--- config.mk ---
export PLATFORM = sky130hd
export DESIGN_NAME = alu_sequencer_flat
export DESIGN_NICKNAME = d
export VERILOG_FILES = /design/src/rtl/alu_sequencer_if.sv /design/src/rtl/alu_sequencer.sv /design/src/flat_wrapper.sv
export SDC_FILE = /design/constraint.sdc
export NUM_CORES = 1
export LEC_CHECK = 0
export CELL_PAD_IN_SITES_DETAIL_PLACEMENT = 1
export CELL_PAD_IN_SITES_GLOBAL_PLACEMENT = 1
export CORE_UTILIZATION = 46
export DETAILED_ROUTE_END_ITERATION = 6
export PLACE_DENSITY_LB_ADDON = 0.1
export SYNTH_ARGS = -nofsm -noshare
export SYNTH_HDL_FRONTEND = slang
export SYNTH_SLANG_ARGS = --single-unit
--- constraint.sdc ---
create_clock -name clk -period 9.4 [get_ports clk]
set_clock_uncertainty 0.05 [all_clocks]
set_input_delay 0.94 -clock clk [delete_from_list [all_inputs] [get_ports clk]]
set_output_delay 0.94 -clock clk [all_outputs]
set_load 0.01 [all_outputs]
--- src/rtl/alu_sequencer_if.sv ---
// Handshake and result/flag bus between the ALU sequencer and its client.
// master: drives start/op/operands/carry, receives busy/done/result/flag strobes.
// slave:  the ALU sequencer side.
`timescale 1ns/1ps
interface alu_sequencer_if #(
    parameter int unsigned WIDTH = 8
);
    logic             start;
    logic [3:0]       op;
    logic [WIDTH-1:0] w_in;
    logic [WIDTH-1:0] f_in;
    logic             c_cur;
    logic             busy;
    logic             done;
    logic [WIDTH-1:0] result;
    logic             z_wr_en;
    logic             z_in;
    logic             dc_wr_en;
    logic             dc_in;
    logic             c_wr_en;
    logic             c_in;

    modport master (
        output start, op, w_in, f_in, c_cur,
        input  busy, done, result, z_wr_en, z_in, dc_wr_en, dc_in, c_wr_en, c_in
    );

    modport slave (
        input  start, op, w_in, f_in, c_cur,
        output busy, done, result, z_wr_en, z_in, dc_wr_en, dc_in, c_wr_en, c_in
    );
endinterface

--- src/rtl/alu_sequencer.sv ---
// Multi-cycle PIC16F ALU stage: latches W/F/op/C on start, computes in Q1,
// and presents result plus per-flag Z/DC/C write strobes to STATUS in Q4.
// Ports:
//   clk  - rising-edge clock
//   rst  - asynchronous reset, active-low
//   bus  - alu_sequencer_if.slave (start/op/w_in/f_in/c_cur in;
//          busy/done/result and Z/DC/C enable+data out)
`timescale 1ns/1ps
module alu_sequencer #(
    parameter int unsigned WIDTH = 8
) (
    input  logic                clk,
    input  logic                rst,
    alu_sequencer_if.slave      bus
);
    localparam int unsigned HALF = WIDTH / 2;

    localparam logic [3:0] OP_ADD  = 4'd0;
    localparam logic [3:0] OP_SUB  = 4'd1;
    localparam logic [3:0] OP_AND  = 4'd2;
    localparam logic [3:0] OP_IOR  = 4'd3;
    localparam logic [3:0] OP_XOR  = 4'd4;
    localparam logic [3:0] OP_COM  = 4'd5;
    localparam logic [3:0] OP_INC  = 4'd6;
    localparam logic [3:0] OP_DEC  = 4'd7;
    localparam logic [3:0] OP_RLF  = 4'd8;
    localparam logic [3:0] OP_RRF  = 4'd9;
    localparam logic [3:0] OP_SWAP = 4'd10;
    localparam logic [3:0] OP_MOVF = 4'd11;
    localparam logic [3:0] OP_CLR  = 4'd12;
    localparam logic [3:0] OP_MOVW = 4'd13;

    typedef enum logic [2:0] {IDLE, Q1, Q2, Q3, Q4} state_t;

    state_t           state;
    logic [3:0]       op_q;
    logic [WIDTH-1:0] w_q;
    logic [WIDTH-1:0] f_q;
    logic             cin_q;
    logic [WIDTH-1:0] result_q;
    logic             z_q;
    logic             dc_q;
    logic             c_q;
    logic             busy_q;
    logic             done_q;
    logic             z_en_q;
    logic             dc_en_q;
    logic             c_en_q;

    logic [WIDTH:0]   sum_c;
    logic [WIDTH:0]   diff_c;
    logic [WIDTH-1:0] res_c;
    logic             dc_c;
    logic             cf_c;
    logic             z_aff_c;
    logic             dc_aff_c;
    logic             c_aff_c;

    // Datapath and flag-affect decode from the latched operands.
    // DC is recovered as the carry into bit 4: sum[4] ^ a[4] ^ b[4].
    always_comb begin
        sum_c    = {1'b0, f_q} + {1'b0, w_q};
        diff_c   = {1'b0, f_q} + {1'b0, ~w_q} + (WIDTH+1)'(1);
        res_c    = f_q;
        dc_c     = 1'b0;
        cf_c     = 1'b0;
        z_aff_c  = 1'b0;
        dc_aff_c = 1'b0;
        c_aff_c  = 1'b0;
        case (op_q)
            OP_ADD: begin
                res_c    = sum_c[WIDTH-1:0];
                cf_c     = sum_c[WIDTH];
                dc_c     = sum_c[4] ^ f_q[4] ^ w_q[4];
                z_aff_c  = 1'b1;
                dc_aff_c = 1'b1;
                c_aff_c  = 1'b1;
            end
            OP_SUB: begin
                res_c    = diff_c[WIDTH-1:0];
                cf_c     = diff_c[WIDTH];
                dc_c     = diff_c[4] ^ f_q[4] ^ ~w_q[4];
                z_aff_c  = 1'b1;
                dc_aff_c = 1'b1;
                c_aff_c  = 1'b1;
            end
            OP_AND:  begin res_c = f_q & w_q;            z_aff_c = 1'b1; end
            OP_IOR:  begin res_c = f_q | w_q;            z_aff_c = 1'b1; end
            OP_XOR:  begin res_c = f_q ^ w_q;            z_aff_c = 1'b1; end
            OP_COM:  begin res_c = ~f_q;                 z_aff_c = 1'b1; end
            OP_INC:  begin res_c = f_q + WIDTH'(1);      z_aff_c = 1'b1; end
            OP_DEC:  begin res_c = f_q - WIDTH'(1);      z_aff_c = 1'b1; end
            OP_RLF: begin
                res_c   = {f_q[WIDTH-2:0], cin_q};
                cf_c    = f_q[WIDTH-1];
                c_aff_c = 1'b1;
            end
            OP_RRF: begin
                res_c   = {cin_q, f_q[WIDTH-1:1]};
                cf_c    = f_q[0];
                c_aff_c = 1'b1;
            end
            OP_SWAP: res_c = {f_q[HALF-1:0], f_q[WIDTH-1:HALF]};
            OP_MOVF: begin res_c = f_q;                  z_aff_c = 1'b1; end
            OP_CLR:  begin res_c = '0;                   z_aff_c = 1'b1; end
            OP_MOVW: res_c = w_q;
            default: res_c = f_q;
        endcase
    end

    // Q1..Q4 sequencer; done/strobes are loaded on Q3->Q4 so they pulse in Q4 only.
    always_ff @(posedge clk or negedge rst) begin
        if (!rst) begin
            state    <= IDLE;
            op_q     <= '0;
            w_q      <= '0;
            f_q      <= '0;
            cin_q    <= 1'b0;
            result_q <= '0;
            z_q      <= 1'b0;
            dc_q     <= 1'b0;
            c_q      <= 1'b0;
            busy_q   <= 1'b0;
            done_q   <= 1'b0;
            z_en_q   <= 1'b0;
            dc_en_q  <= 1'b0;
            c_en_q   <= 1'b0;
        end else begin
            case (state)
                IDLE: begin
                    if (bus.start) begin
                        op_q   <= bus.op;
                        w_q    <= bus.w_in;
                        f_q    <= bus.f_in;
                        cin_q  <= bus.c_cur;
                        busy_q <= 1'b1;
                        state  <= Q1;
                    end
                end
                Q1: begin
                    result_q <= res_c;
                    z_q      <= (res_c == '0);
                    dc_q     <= dc_c;
                    c_q      <= cf_c;
                    state    <= Q2;
                end
                Q2: state <= Q3;
                Q3: begin
                    done_q  <= 1'b1;
                    z_en_q  <= z_aff_c;
                    dc_en_q <= dc_aff_c;
                    c_en_q  <= c_aff_c;
                    state   <= Q4;
                end
                Q4: begin
                    busy_q  <= 1'b0;
                    done_q  <= 1'b0;
                    z_en_q  <= 1'b0;
                    dc_en_q <= 1'b0;
                    c_en_q  <= 1'b0;
                    state   <= IDLE;
                end
                default: state <= IDLE;
            endcase
        end
    end

    assign bus.busy     = busy_q;
    assign bus.done     = done_q;
    assign bus.result   = result_q;
    assign bus.z_wr_en  = z_en_q;
    assign bus.z_in     = z_q;
    assign bus.dc_wr_en = dc_en_q;
    assign bus.dc_in    = dc_q;
    assign bus.c_wr_en  = c_en_q;
    assign bus.c_in     = c_q;
endmodule

--- src/flat_wrapper.sv ---
// flat-port wrapper written by rule: the top's interface ports become plain ports
module alu_sequencer_flat 
#(
    parameter int unsigned WIDTH = 8
)
  (clk, rst, bus_start, bus_op, bus_w_in, bus_f_in, bus_c_cur, bus_busy, bus_done, bus_result, bus_z_wr_en, bus_z_in, bus_dc_wr_en, bus_dc_in, bus_c_wr_en, bus_c_in);
  alu_sequencer_if #(.WIDTH(WIDTH)) bus_i ();
  input  logic clk;
  input  logic rst;
  input wire logic [$bits(bus_i.start)-1:0] bus_start;
  input wire logic [$bits(bus_i.op)-1:0] bus_op;
  input wire logic [$bits(bus_i.w_in)-1:0] bus_w_in;
  input wire logic [$bits(bus_i.f_in)-1:0] bus_f_in;
  input wire logic [$bits(bus_i.c_cur)-1:0] bus_c_cur;
  output wire logic [$bits(bus_i.busy)-1:0] bus_busy;
  output wire logic [$bits(bus_i.done)-1:0] bus_done;
  output wire logic [$bits(bus_i.result)-1:0] bus_result;
  output wire logic [$bits(bus_i.z_wr_en)-1:0] bus_z_wr_en;
  output wire logic [$bits(bus_i.z_in)-1:0] bus_z_in;
  output wire logic [$bits(bus_i.dc_wr_en)-1:0] bus_dc_wr_en;
  output wire logic [$bits(bus_i.dc_in)-1:0] bus_dc_in;
  output wire logic [$bits(bus_i.c_wr_en)-1:0] bus_c_wr_en;
  output wire logic [$bits(bus_i.c_in)-1:0] bus_c_in;
  assign bus_i.start = bus_start;
  assign bus_i.op = bus_op;
  assign bus_i.w_in = bus_w_in;
  assign bus_i.f_in = bus_f_in;
  assign bus_i.c_cur = bus_c_cur;
  assign bus_busy = bus_i.busy;
  assign bus_done = bus_i.done;
  assign bus_result = bus_i.result;
  assign bus_z_wr_en = bus_i.z_wr_en;
  assign bus_z_in = bus_i.z_in;
  assign bus_dc_wr_en = bus_i.dc_wr_en;
  assign bus_dc_in = bus_i.dc_in;
  assign bus_c_wr_en = bus_i.c_wr_en;
  assign bus_c_in = bus_i.c_in;
  alu_sequencer #(.WIDTH(WIDTH)) u_core (.clk(clk), .rst(rst), .bus(bus_i));
endmodule
## Word level (Yosys, flattened, before mapping)

Cells that the tools add are included.

- Multiplexer cells: 14
- Bitwise logic cells: 10
- Equal/unequal tests: 18
- Reduce and logical (&&, ||, !) cells: 10
- Add/subtract/negate cells: 5

Operators with widths:

| operator | count |
|---|---|
| one-hot mux 8 bit (13 select lines) | 1 |
| == test 4 bit, second input constant | 6 |
| adder 8 x 8 -> 9 bit | 2 |
| == test 4 x 3 -> 1 bit, second input constant | 4 |
| NOT 8 bit | 2 |
| one-hot mux 1 bit (2 select lines) | 6 |
| one-hot mux 3 bit (4 select lines) | 1 |
| OR reduction 10 bit | 1 |
| adder 9 x 1 -> 9 bit, second input constant | 1 |
| adder 8 x 1 -> 8 bit, second input constant | 1 |
| bitwise AND 8 bit | 1 |
| == test 4 x 2 -> 1 bit, second input constant | 2 |
| logical NOT 8 bit | 1 |
| OR 8 bit | 1 |
| subtractor 8 x 1 -> 8 bit, second input constant | 1 |
| bitwise XOR 8 bit | 1 |
| == test 3 x 2 -> 1 bit, second input constant | 2 |
| == test 4 x 1 -> 1 bit, second input constant | 1 |
| logical NOT 4 bit | 1 |
| 2-to-1 mux 1 bit | 4 |
| one-hot mux 1 bit (4 select lines) | 1 |
| AND reduction 2 bit | 2 |
| nonzero test 2 bit | 2 |
| OR reduction 4 bit | 1 |
| 8 further kinds | 11 |

- Input port bits: 24
- Output and inout bits: 16
- Word-level logic and storage cells: 71
- Bits in registers: 40

## Longest topological paths before layout

- Word-level depth: 6
- Mapped depth: 14
- Mapped depth without buffers: 11

## Least setup slack after synthesis

OpenSTA, ideal clock, no wires.

- Kind: reg2reg
- From: register u_core.f_q[1]
- To: register u_core.z_q, in the netlist u_core.bus.z_in
- Arrival time: 2.786 ns
- Path buffers: 1
- Stages on the path, launching flop included: 11
- Clock period less this slack: 2.958 ns
- Slack: 6.442 ns
- Library setup time: 0.122 ns
- Data required time: 9.228 ns
- Cells stage by stage: dfrtp_1 -> clkbuf_1 -> inv_1 -> fa_1 -> o31ai_4 -> a21oi_1 -> o211ai_1 -> a21oi_2 -> a221o_1 -> and4_1 -> a32o_1

- Cells in the longest elaborated chain, start to end: 4
- Elaborated cells between the ends (all ways): 11
- Those cells by class: add/sub (5); mux (1); bitwise (4); reduce/logical (1)

RTL lines:

| element | line | RTL |
|---|---|---|
| from (decl) | alu_sequencer.sv:38 | `logic [WIDTH-1:0] f_q;` |
| from (signal assigned) | alu_sequencer.sv:134 | `f_q <= bus.f_in;` |
| adder 8 x 8 -> 9 bit | alu_sequencer.sv:63 | `diff_c = {1'b0, f_q} + {1'b0, ~w_q} + (WIDTH+1)'(1);` |
| adder 9 x 1 -> 9 bit | alu_sequencer.sv:63 |  |
| one-hot mux 8 bit (13 select lines) (*) | alu_sequencer.sv:70 | `case (op_q)` |
| logical NOT 8 bit (*) | alu_sequencer.sv:142 | `z_q <= (res_c == '0);` |
| to (signal assigned) | alu_sequencer.sv:142 |  |
| to (decl) | alu_sequencer.sv:41 | `logic z_q;` |

Every way passes the cells marked *; elsewhere a longest branch is shown, timed or not.
A chain may end at the register's enable or synchronous reset.

## Worst setup path in the final report

- From: register u_core.f_q[0]
- To: register u_core.z_q, in the netlist u_core.bus.z_in

Same word-level chain as after synthesis.

==> flow_metrics.tcl <==
set metrics [dict create \
    drc 0 \
    grt_pass1_vias 3655 \
    switching_share_pct 54.2 \
    leakage_nw 1.69 \
    coreArea_um2 7450 \
    globalRouteOverflowTotal 0 \
    design_area_um2 4120 \
    fin_nets 518 \
    setup_viol 0 \
    synth_edf_count 0 \
    syn_area_per_cell_um2 8.03 \
    synthTopCellsByArea "dfrtp_1 28%, ha_1 8.6%, o21ai_0 6.6%" \
    grt_util_met1_pct 42.4 \
    hold_class "reg -> reg" \
    ys_seq_area_share_pct 27.6 \
    cp_data_required_time_ns 9.59 \
    placed_area_um2 4000 \
    ys.flop_type "dfrtp_1" \
    cp_max_fo 9 \
    wl_mm 12.2 \
    yosysTopAreaCell "dfrtp_1" \
    pwr-share-seq_pct 20.2 \
    grt.met3_usage_pct 6.65 \
    clock_sinks 40 \
    period_share_pct 36.7 \
    power_switching_mw 0.994 \
    cts_tree "yes" \
    drive_above_1_share_pct 6.84 \
    utilization_pct 55.3 \
    first_pass_iters 5 \
    initial_core_util_pct 48.6 \
    grt_max_degree 41 \
    path_clk_slew_ns 0.08 \
    p_total_mw 1.83 \
    htree_levels 2 \
    fin_setup_tns_ns 0 \
    synth-seq-cells 40 \
    via_per_inst 6.53 \
    arrival_ns 3.64 \
    maxCapViolCount 0 \
    avgRoutedWirePerCell_um 21.5 \
    setup.worst_path.end_class "flop" \
    cts_buffers 5 \
    grt_first_pass_wirelength_mm 20.0 \
    hpwl_mm 8.70 \
    fin_crit_ns 3.45 \
    boundaryPins 40 \
    hold_viol 0 \
    preCtsSetupSlack_ns 6.05 \
    globalplace.congestion 0.966 \
    vias 3704 \
    worstSkewPairLatency_ns 0.30 \
    p_clk_share_pct 8.4 \
    clockBufferDepth 2 \
    synthesis.nets 502 \
    die-height_um 90.7 \
    max_clock_freq_ghz 0.290 \
    synthCells 451 \
    ctsResizeCount 0 \
    post-cts-setup-buffer-count 0 \
    hold_buffers 0 \
    p_int_mw 0.840 \
    ys_types 67 \
    pwr_density_cell_nw_per_um2 445 \
    worst_setup_path_start_kind "flop" \
    root_buffer "clkbuf_8" \
    outcome "finished, final reports clean" \
    grt_busiest_layer "met2" \
    netlist_area_um2 3620 \
    n_antenna_cell 0 \
    tightest_slew_ns 1.19 \
    vdd_drop_max_mv 0.229 \
    slew_headroom_pct 20.0 \
    p_comb_share_pct 71.4 \
    io_buffer_count 39 \
    layout_setup_ws_ns 5.95 \
    rsz0062_at_grt "false" \
    ys_warn_count 0 \
    finalMaxSlewViolations 0 \
    synth_top_area_share_pct 27.6 \
    drtIter0Drc 344 \
    async_flop_share_pct 100 \
    gr-usage-met2_pct 46.5 \
    area_growth_pct 13.7 \
    die-area_um2 8230 \
    rows 31 \
    die_w_um 90.7 \
    grt_usage_pct 31.1 \
    detail-route-antenna-nets 0 \
    antenna_found_initial 0 \
    num-fill-cells 920 \
    path_class "reg -> reg" \
]
power groups by stage:
stage          clock [mW]  sequential [mW]  combinational (mW)
2_1_floorplan           0            0.327               0.939
3_3_place_gp            0            0.364                1.23
3_5_place_dp            0            0.370                1.27
4_1_cts             0.157            0.366                1.28
5_1_grt             0.162            0.384                1.42
6_report            0.155            0.371                1.31
metrics by stage:
| step | hold WS (ns) | std cells |
|---|---|---|
| 6_report | 0.430 | 567 |
| 5_1_grt | 0.464 | 567 |
| 4_1_cts | 0.437 | 567 |
| 3_5_place_dp | 0.415 | 559 |
| 3_3_place_gp | 0.411 | 559 |
| 2_1_floorplan | 0.445 | 451 |
kinds of logic after synthesis:
logic type                 after synthesis  share of synthesized area, %
AOI/OAI and AO/OA                      155                          30.0
and+or+nand+nor                        150                          20.5
buffers and inverters                   63                          7.71
DFF                                     40                          27.6
adders and majority gates               27                          9.74
muxes                                   10                          2.90
xor gates and xnor gates                 6                          1.45
critical path, cell delays in order (launching register included):
cell	delay (ns)
dfrtp_1	0.53
inv_1	0.15
ha_1	0.26
fa_1	0.49
o21bai_1	0.20
a21oi_1	0.19
a221o_1	0.38
a2111oi_0	0.48
o21ai_0	0.15
o21ai_0	0.12
and4_1	0.22
a32o_1	0.15
final cells by class:
cell class | instances | area [um2] | area share (%)
repair buffers | 44 | 423 | 10.3
flip-flops and latches | 40 | 1000 | 24.3
clock inverters | 2 | 38.8 | 0.942
multi-input cells | 348 | 2340 | 56.9
inverters | 28 | 105 | 2.55
well taps | 99 | 124 | 3.01
clock buffers | 6 | 82.6 | 2.01
synthesized netlist by cell type (3+ instances only):
cell,instances
a2111oi_0,3
o22ai_1,3
a21oi_1,24
buf_6,3
inv_1,28
xnor2_1,4
nor3_1,15
clkbuf_1,19
nor2_1,34
nor2b_1,5
mux2i_1,6
o21bai_1,5
nand4_1,4
o2111ai_1,3
o22a_1,3
a21o_1,5
a2bb2oi_1,4
dfrtp_1,40
o221ai_1,7
a211oi_1,6
o211ai_1,3
a32oi_1,3
ha_1,25
a221o_1,5
a221oi_1,5
o21ai_0,48
or2_2,3
nand2_1,51
mux2_2,4
buf_2,10
a22oi_1,3
nand2b_1,8
nand3_1,15
a31oi_1,4
registers in the layout, summed over array words and instances, names as in the netlist, 3 cells and up:
| name | flops |
|---|---|
| u_core.state | 3 |
| u_core.f_q | 8 |
| u_core.op_q | 4 |
| u_core.bus.result | 8 |
| u_core.w_q | 8 |
final timing paths:
| kind | from | end | slack (ns) | cells past startpoint |
|---|---|---|---|---|
| worst max-delay path | u_core.f_q[0]$_DFFE_PN0P_ | u_core.bus.z_in$_DFFE_PN0P_ | 5.95 | 11 |
| worst min-delay path | u_core.bus.result[2]$_DFFE_PN0P_ | u_core.bus.result[2]$_DFFE_PN0P_ | 0.43 | 2 |
| worst max register to register | u_core.f_q[0]$_DFFE_PN0P_ | u_core.bus.z_in$_DFFE_PN0P_ | 5.95 | 11 |
| worst min register to register | u_core.bus.result[2]$_DFFE_PN0P_ | u_core.bus.result[2]$_DFFE_PN0P_ | 0.43 | 2 |
| max in group asynchronous | rst | u_core.w_q[2]$_DFFE_PN0P_ | 7.98 | 1 |
| min in group asynchronous | rst | u_core.w_q[4]$_DFFE_PN0P_ | 0.73 | 1 |
cell usage in the layout (no fill, tap or decap), types with 4 or more instances in the layout:
master	synthesis	final
a221o_1	5	5
clkdlybuf4s50_1	0	38
o21ai_0	48	48
nor2_1	34	33
clkbuf_8	0	6
a211oi_1	6	6
nand3_1	15	15
o21bai_1	5	5
nand2b_1	8	8
a21oi_1	24	24
nor3_1	15	15
a221oi_1	5	5
inv_1	28	28
o221ai_1	7	7
buf_4	2	5
nand2_1	51	51
mux2i_1	6	6
nor2b_1	5	5
a31oi_1	4	4
a2bb2oi_1	4	4
xnor2_1	4	4
nand4_1	4	4
ha_1	25	25
dfrtp_1	40	40
a21o_1	5	5
mux2_2	4	4
layer usage:
layer	vias up	share of wire [%]	wire length [um]
met5	-	0	0
met2	185	44	5300
met1	1798	44	5360
met4	0	4.2	517
met3	42	8.3	1010
li1	1679	-	-
(Power assumes the default switching activity.)
